$ cat src/rtl/mmio_input_port.sv
// ---------------------------------------------------------------------------
// mmio_input_port
//
// Memory-mapped input peripheral for the slide switches and pushbuttons.
// Every raw input is synchronised and debounced. Three read-only or W1C
// registers expose the result to the core's load/store path.
//
//   +0  SW_DATA   {22'b0, debounced switches}            read-only
//   +4  KEY_DATA  {28'b0, debounced pressed keys}        read-only
//   +8  KEY_EDGE  {28'b0, sticky press flags}            write-1-to-clear
//
// Parameters
//   DEBOUNCE_CYCLES  consecutive stable synced cycles needed to accept a new
//                    input level (>= 2)
//   BASE_ADDR        byte address of SW_DATA (word aligned)
//
// Ports
//   clk      single clock, all state on the rising edge
//   reset    asynchronous, active-high
//   Address  byte address from the ALU
//   DataWr   store data
//   MemWr    store strobe
//   SW       raw slide switches (asynchronous, active-high)
//   KEY      raw pushbuttons (asynchronous, active-low)
//   hit      Address selects one of the three registers
//   DataRd   read data for the load mux (zero when not hit)
//   irq      any sticky press flag pending
// ---------------------------------------------------------------------------
module mmio_input_port #(
  parameter int          DEBOUNCE_CYCLES = 500000,
  parameter logic [31:0] BASE_ADDR       = 32'hFFFFFFF0
) (
  input  logic        clk,
  input  logic        reset,
  input  logic [31:0] Address,
  input  logic [31:0] DataWr,
  input  logic        MemWr,
  input  logic [9:0]  SW,
  input  logic [3:0]  KEY,
  output logic        hit,
  output logic [31:0] DataRd,
  output logic        irq
);

  localparam int NUM_SW = 10;
  localparam int NUM_KEY = 4;
  localparam int NUM_IN = NUM_SW + NUM_KEY;
  localparam int CW = $clog2(DEBOUNCE_CYCLES);
  localparam logic [CW-1:0] CNT_MAX = CW'(DEBOUNCE_CYCLES - 1);

  localparam logic [31:0] ADDR_SW   = BASE_ADDR;
  localparam logic [31:0] ADDR_KEY  = BASE_ADDR + 32'd4;
  localparam logic [31:0] ADDR_EDGE = BASE_ADDR + 32'd8;

  // Synchronisers hold raw polarity. The key bits reset to 1 (the raw
  // released level) so that a cleared chain never looks like a press.
  localparam logic [NUM_IN-1:0] SYNC_IDLE = {{NUM_KEY{1'b1}}, {NUM_SW{1'b0}}};

  logic [NUM_IN-1:0] sync1_reg;
  logic [NUM_IN-1:0] sync2_reg;
  logic [NUM_IN-1:0] synced;
  logic [NUM_IN-1:0] deb_level;
  logic [NUM_IN-1:0] deb_level_next;
  logic [NUM_KEY-1:0] edge_reg;
  logic [NUM_KEY-1:0] edge_next;
  logic [NUM_KEY-1:0] key_rise;
  logic [NUM_KEY-1:0] edge_clr;
  logic unused_data_hi;

  // Two-flop synchroniser chain for all 14 inputs.
  always_ff @(posedge clk or posedge reset) begin
    if (reset) begin
      sync1_reg <= SYNC_IDLE;
      sync2_reg <= SYNC_IDLE;
    end else begin
      sync1_reg <= {KEY, SW};
      sync2_reg <= sync1_reg;
    end
  end

  // Keys become active-high (pressed = 1) after synchronisation.
  assign synced = {~sync2_reg[NUM_IN-1:NUM_SW], sync2_reg[NUM_SW-1:0]};

  // Per-input debouncer. The counter measures how long the synced level has
  // disagreed with the accepted level. Any agreement restarts it, so a glitch
  // shorter than DEBOUNCE_CYCLES can never reach the terminal count.
  genvar gi;
  generate
    for (gi = 0; gi < NUM_IN; gi++) begin : g_deb
      logic [CW-1:0] cnt_reg;
      logic [CW-1:0] cnt_next;
      logic          deb_reg;
      logic          deb_next;

      always_comb begin
        cnt_next = cnt_reg;
        deb_next = deb_reg;
        if (synced[gi] == deb_reg) begin
          cnt_next = '0;
        end else if (cnt_reg == CNT_MAX) begin
          deb_next = synced[gi];
          cnt_next = '0;
        end else begin
          cnt_next = cnt_reg + CW'(1);
        end
      end

      always_ff @(posedge clk or posedge reset) begin
        if (reset) begin
          cnt_reg <= '0;
          deb_reg <= 1'b0;
        end else begin
          cnt_reg <= cnt_next;
          deb_reg <= deb_next;
        end
      end

      assign deb_level[gi]      = deb_reg;
      assign deb_level_next[gi] = deb_next;
    end
  endgenerate

  // A press is flagged in the same cycle the debounced key rises. This is
  // why the rise is taken from the next-state value.
  assign key_rise = deb_level_next[NUM_IN-1:NUM_SW] & ~deb_level[NUM_IN-1:NUM_SW];

  assign edge_clr = (MemWr && (Address == ADDR_EDGE)) ? DataWr[NUM_KEY-1:0] : '0;

  // Clear is applied first and the set is ORed in afterwards, so a
  // simultaneous set wins.
  assign edge_next = (edge_reg & ~edge_clr) | key_rise;

  always_ff @(posedge clk or posedge reset) begin
    if (reset) begin
      edge_reg <= '0;
    end else begin
      edge_reg <= edge_next;
    end
  end

  assign irq = |edge_reg;

  // Only the low nibble of the store data has meaning.
  assign unused_data_hi = ^DataWr[31:NUM_KEY];

  // Address decode and read mux.
  always_comb begin
    hit    = 1'b0;
    DataRd = 32'h0;
    if (Address == ADDR_SW) begin
      hit    = 1'b1;
      DataRd = {22'b0, deb_level[NUM_SW-1:0]};
    end else if (Address == ADDR_KEY) begin
      hit    = 1'b1;
      DataRd = {28'b0, deb_level[NUM_IN-1:NUM_SW]};
    end else if (Address == ADDR_EDGE) begin
      hit    = 1'b1;
      DataRd = {28'b0, edge_reg};
    end
  end

endmodule

$ cat config.mk
export PLATFORM = sky130hd
export DESIGN_NAME = mmio_input_port
export DESIGN_NICKNAME = d
export VERILOG_FILES = /design/src/rtl/mmio_input_port.sv
export SDC_FILE = /design/constraint.sdc
export NUM_CORES = 1
export LEC_CHECK = 0
export BUFFER_PORTS_ARGS = -buffer_cell sky130_fd_sc_hd__clkbuf_2
export CORE_MARGIN = 2
export CORE_UTILIZATION = 60
export CTS_CLUSTER_DIAMETER = 60
export DETAILED_ROUTE_END_ITERATION = 10
export GPL_TIMING_DRIVEN = 1
export PLACE_DENSITY = 0.91
export SYNTH_ARGS = -nofsm -noshare
export SYNTH_HDL_FRONTEND = slang
export SYNTH_SLANG_ARGS = --single-unit
$ cat constraint.sdc
create_clock -name clk -period 11 [get_ports clk]
set_input_delay 1.65 -clock clk [delete_from_list [all_inputs] [get_ports clk]]
set_output_delay 1.65 -clock clk [all_outputs]
set_load 0.005 [all_outputs]
==> impl_metrics.ini, run 1 <==
[clocking]
cts-resized-gates = 0
cts_num_sinks = 312
cts_buffers = 34
clk_pin_slew_worst_paths_ns = 0.06
ctsHoldBuffers = 0
cts_buffer_depth = 3
cts_tree = yes
clk_latency_ns = 0.52
root_buffer = clkbuf_16
cts_setup_buffers = 0
htree_levels = 2

[logic_synthesis]
syn-instance-count = 1545
async_flop_share_pct = 100
yosys.area.top_type = dfrtp_1
ys_seq_elements = 312
yosysUniqueCellTypes = 51
synth_edf_count = 0
ys_seq_area_share_pct = 51.1
ys_warn_count = 0
synth_common_cells = 304 x dfrtp_1, 213 x nor2_1, 109 x xnor2_1, 91 x nand2_1
yosysMostFrequentCell = dfrtp_1
synth_ff_type = dfrtp_1
synthesis.area_sq_mm = 0.0153
synth_top_area_share_pct = 49.7
synth_area_per_cell_sq_um = 9.90
yosys-top-cells-area = dfrtp_1 50%, xnor2_1 6.2%, nor2_1 5.2%

[detailed_routing]
postRouteWirelength_microns = 31600
drtAntennaViolNets = 0
drc = 0
first_pass_iters = 5
wire_per_inst_microns = 16.1
via_per_inst = 6.04
vias = 11846
drt_iter0_drc = 867

[die]
start_util_pct = 60.9
core-area_sq_mm = 0.0251
ios = 115
row_count = 58
die_y_microns = 164
dieArea_sq_mm = 0.0268
die_w_microns = 164

[timing]
clock_skew_ns = 0.0192
rsz0062_at_grt = no
tightest_slew_ns = 1.29
fmax_ghz = 0.184
slew-limit-headroom_pct = 13.4
hold_slack_ns = 0.345
setup_viol = 0
slew_violations = 0
min_period_ns = 5.44
fin_tns_setup_ns = 0
fin_crit_sh_pct = 49.4
setup_slack_ns = 5.56
finalHoldViolCount = 0

[place]
dp.cells = 1899
place_hpwl_microns = 20400
preCtsSetupSlack_ns = 5.57
gp_congestion = 0.872
place_area_sq_mm = 0.0158
port_buffers = 64

[pwr]
vdd_drop_max_v = 0.000133
p_leak_nw = 6.74
power.density_mw_per_mm2 = 140
finalPower_mw = 2.36

[worst_setup_path]
criticalPathCategory = input pin to output port
worstPathArrival_ns = 3.79
max_stage_delay_ns = 0.70
cp.buffers_inverters = 2
cp_top_family = simple AND/OR/NAND/NOR gates
path_common_cell = clkbuf_2
crit_path_end_kind = output port
start_kind = input pin
critPathSlowestCell = nor4_1
crit_required_ns = 9.35
worstPathCellList = clkbuf_2, nand4b_1, nor4_1, nand2_1, nor4b_1, clkbuf_2
critPathMaxFanout = 11

[global_route]
antenna_found_initial = 0
grt_pass1_vias = 11748
grt_max_degree = 127
overflow = 0
grt_use_total_pct = 24.3
grt_pass1_wl_microns = 54200

[cells_and_area]
fin_area_sq_mm = 0.0169
largest_reg_flops = 266
drive_gt1_share_pct = 10.5
post-route-util_pct = 67.2
final_cell_count_no_fill = 1961
n_fill_cell = 1817
area_growth_pct = 10.2
diodes = 0
final_nets = 1700

[hold_path]
hold_path_class = register to register

[run]
maxCapViolations = 0

[outcome]
status = complete, no violations
==> kinds of logic (layout without fill, tap and decap cells) <==
logic type	count (synthesis)	after routing	synth area share, %
xor+xnor	175	175	10.0
compound gates	182	182	7.31
fa+ha+maj	14	14	1.14
buf+inv	116	181	3.57
mux	16	16	1.13
simple gates	729	729	25.7
flops	312	312	51.1
other cells	1	22	0.0245
==> per-layer routing <==
layer  global-route usage [%]  share of wire [%]
met5                        0                  0
met2                     42.2                 50
met3                     3.76                4.6
met1                     31.2                 42
met4                     8.05                2.7
==> final cells by class <==
class	count	area [sq um]	area share, %
clock buffer	54	997	5.91
clock inverter	8	67.6	0.401
inverter	51	199	1.18
multi-input combinational	1138	7020	41.6
sequential	312	7820	46.4
tap	330	413	2.45
timing repair buffer	68	350	2.08
==> power breakdown <==
group | switching [mW] | internal, mW | total [mW] | leakage [nW]
Clock | 0.464 | 0.627 | 1.09 | 0.514
Combinational | 0.0599 | 0.0242 | 0.0840 | 1.97
Sequential | 0.0171 | 1.17 | 1.18 | 4.25
==> final timing paths <==
kind	from	end	slack, ns	cells past startpoint
hold / removal	sync1_reg[9]	sync2_reg[9]	0.34	0
hold reg to reg	sync1_reg[9]	sync2_reg[9]	0.34	0
max in group asynchronous	reset	g_deb[13].cnt_reg[7]	7.70	4
min in group asynchronous	reset	g_deb[6].deb_reg	1.30	2
setup / recovery	Address[0]	DataRd[8]	5.56	6
setup reg to reg	g_deb[10].cnt_reg[0]	g_deb[10].cnt_reg[2]	8.39	5
==> cell usage in the layout (no fill, tap or decap), drive strengths merged, types with 2 or more instances in the layout <==
master | netlist | final
dfstp | 8 | 8
clkbuf | 30 | 118
o21ai | 50 | 50
and2 | 15 | 15
or4 | 54 | 54
and3 | 9 | 9
mux2i | 6 | 6
nand4 | 71 | 71
inv | 51 | 51
or2 | 8 | 8
nor4 | 41 | 41
nand4bb | 2 | 2
nand2 | 91 | 91
nand4b | 4 | 4
clkinvlp | 0 | 2
clkinv | 0 | 6
a21oi | 82 | 82
and4 | 20 | 20
nor2 | 213 | 213
xor2 | 66 | 66
or3 | 52 | 52
nor2b | 3 | 3
nor4b | 15 | 15
or4b | 10 | 10
o41ai | 2 | 2
buf | 35 | 4
nor3 | 31 | 31
a22o | 3 | 3
nor4bb | 4 | 4
dfrtp | 304 | 304
o31ai | 43 | 43
nand3 | 84 | 84
ha | 14 | 14
conb | 1 | 22
xnor2 | 109 | 109
mux2 | 10 | 10
(Power assumes the default switching activity.)
==> run 2: changes to the inputs <==
- ABC_AREA: not set -> 1
- PLACE_DENSITY: 0.91 -> 0.9
- clock period: 11 -> 5.2 ns (I/O delays scaled with it)
==> impl_metrics.ini, run 2 <==
[logic_synthesis]
synthesis.area_sq_mm = 0.0170
ys_seq_elements = 312
synth_common_cells = 445 x nor2_1, 353 x nand2_1, 304 x dfrtp_1, 251 x inv_1, 123 x nand3_1
ys_seq_area_share_pct = 45.9
yosys.area.top_type = dfrtp_1
synth_top_area_share_pct = 44.7
yosysUniqueCellTypes = 47
async_flop_share_pct = 100
synth_ff_type = dfrtp_1
yosysMostFrequentCell = nor2_1
synth_area_per_cell_sq_um = 7.99
synth_edf_count = 0
ys_warn_count = 0
yosys-top-cells-area = dfrtp_1 45%, nor2_1 9.8%, nand2_1 7.8%
syn-instance-count = 2130

[worst_setup_path]
crit_path_end_kind = output port
criticalPathCategory = input pin to output port
r2r_cells = 5
worstPathArrival_ns = 2.58
crit_required_ns = 4.42
critPathMaxFanout = 15
start_kind = input pin

[timing]
fmax_ghz = 0.298
finalHoldViolCount = 0
clock_skew_ns = 0.0123
slew-limit-headroom_pct = 32.2
setup_viol = 0
min_period_ns = 3.36
tightest_slew_ns = 1.01
slew_violations = 0
fin_tns_setup_ns = 0
fin_crit_sh_pct = 64.6
rsz0062_at_grt = no

[die]
row_count = 61
die_y_microns = 172
ios = 115
dieArea_sq_mm = 0.0297
start_util_pct = 61.1
core-area_sq_mm = 0.0279
die_w_microns = 172

[cells_and_area]
largest_reg_flops = 266
final_nets = 2320
final_cell_count_no_fill = 2627
final_cell_mix = 445 x nor2_1, 353 x nand2_1, 304 x dfrtp_1
final_common_cell = nor2_1
fin_area_sq_mm = 0.0189
post-route-util_pct = 68.0
drive_gt1_share_pct = 13.7
diodes = 0
area_growth_pct = 11.2

[clocking]
cts_buffer_depth = 3
ctsHoldBuffers = 0
cts_buffers = 34
clk_pin_slew_worst_paths_ns = 0.06
cts_setup_buffers = 0
cts_tree = yes
cts-resized-gates = 0
htree_levels = 2
root_buffer = clkbuf_16
cts_num_sinks = 312
clk_latency_ns = 0.52

[pwr]
power.density_mw_per_mm2 = 275
p_leak_nw = 8.37
vdd_drop_max_v = 0.000264

[hold_path]
hold_path_class = input pin to register
min_path_cells = 1

[detailed_routing]
wire_per_inst_microns = 14.3
postRouteWirelength_microns = 37500
drt_iter0_drc = 1035
via_per_inst = 5.49
drc = 0
drtAntennaViolNets = 0
first_pass_iters = 7
vias = 14435

[place]
port_buffers = 64
place_hpwl_microns = 26100
place_area_sq_mm = 0.0178
gp_congestion = 0.932
dp.cells = 2567

[outcome]
status = complete, no violations

[global_route]
grt_pass1_wl_microns = 63500
grt_max_degree = 105
grt_use_total_pct = 25.9
overflow = 0
grt_pass1_vias = 14081
antenna_found_initial = 0

[run]
maxCapViolations = 0
==> run 2: changes by cell type after synthesis, moves of 49 or more <==
cell     change
nor3_1      +59
nand2_1    +262
inv_1      +200
xnor2_1     -98
or3_1       -50
or4_1       -49
nor2_1     +232
==> run 2: final timing paths <==
check | startpoint | slack [ns] | endpoint
worst max-delay path | Address[30] | 1.84 | DataRd[2]
worst min-delay path | KEY[1] | 0.34 | sync1_reg[11]
worst max register to register | sync2_reg[10] | 3.36 | g_deb[10].cnt_reg[5]
worst min register to register | sync1_reg[7] | 0.35 | sync2_reg[7]
max in group asynchronous | reset | 3.68 | g_deb[7].cnt_reg[12]
min in group asynchronous | reset | 0.48 | g_deb[4].deb_reg
==> run 2: area by class of cell <==
class                   count  area [sq um]
clock inverters            15           195
multi-input cells        1539          8070
repair buffers             68           388
well taps                 378           473
clock buffers              45           973
inverters                 270          1020
flip-flops and latches    312          7820
fillers                  2102          8920
==> run 2: worst max-delay path, cell delays in order <==
cell      delay, ns
clkbuf_2       0.13
nand2_1        0.06
nor2_1         0.33
nand2_1        0.12
nor2_2         0.43
nand3_1        0.12
buf_4          0.26
nand3_1        0.13
nand2_1        0.06
inv_1          0.05
clkbuf_2       0.10
==> run 2: power by group <==
| part | internal (mW) | total (mW) | switching (mW) | leakage (nW) |
|---|---|---|---|---|
| Clock | 1.52 | 2.51 | 0.991 | 0.573 |
| Sequential | 2.47 | 2.50 | 0.0293 | 4.23 |
| Combinational | 0.0548 | 0.191 | 0.136 | 3.57 |
| Total | 4.05 | 5.20 | 1.16 | 8.37 |
==> run 2: through the flow <==
stage / worst slack, ns / power (mW) / hold WS (ns)
floorplan: 0.272 / 2.67 / 0.331
global placement: 1.92 / 2.72 / 0.334
detailed placement: 1.86 / 2.73 / 0.335
CTS: 1.86 / 5.25 / 0.325
global route: 1.68 / 5.39 / 0.328
finish: 1.84 / 5.20 / 0.341
==> run 2: kinds of logic (layout without fill, tap and decap cells) <==
group / count (synthesis) / after routing / synth area share [%]
adder cells (fa/ha/maj): 14 / 14 / 1.03
AND/OR/NAND/NOR: 1280 / 1280 / 36.5
XOR/XNOR: 106 / 106 / 5.45
buffers and inverters: 300 / 398 / 7.14
other: 1 / 22 / 0.0220
AO/OA/AOI/OAI: 117 / 117 / 3.91
flip-flops: 312 / 312 / 45.9
==> run 2: metal layers <==
layer | GRT usage [%] | part of all wire [%] | up-vias
li1 | - | - | 6987
met1 | 31.7 | 41 | 6797
met2 | 45.5 | 49 | 527
met3 | 4.44 | 5.9 | 124
met5 | 0 | 0 | -
met4 | 10.4 | 3.4 | 0
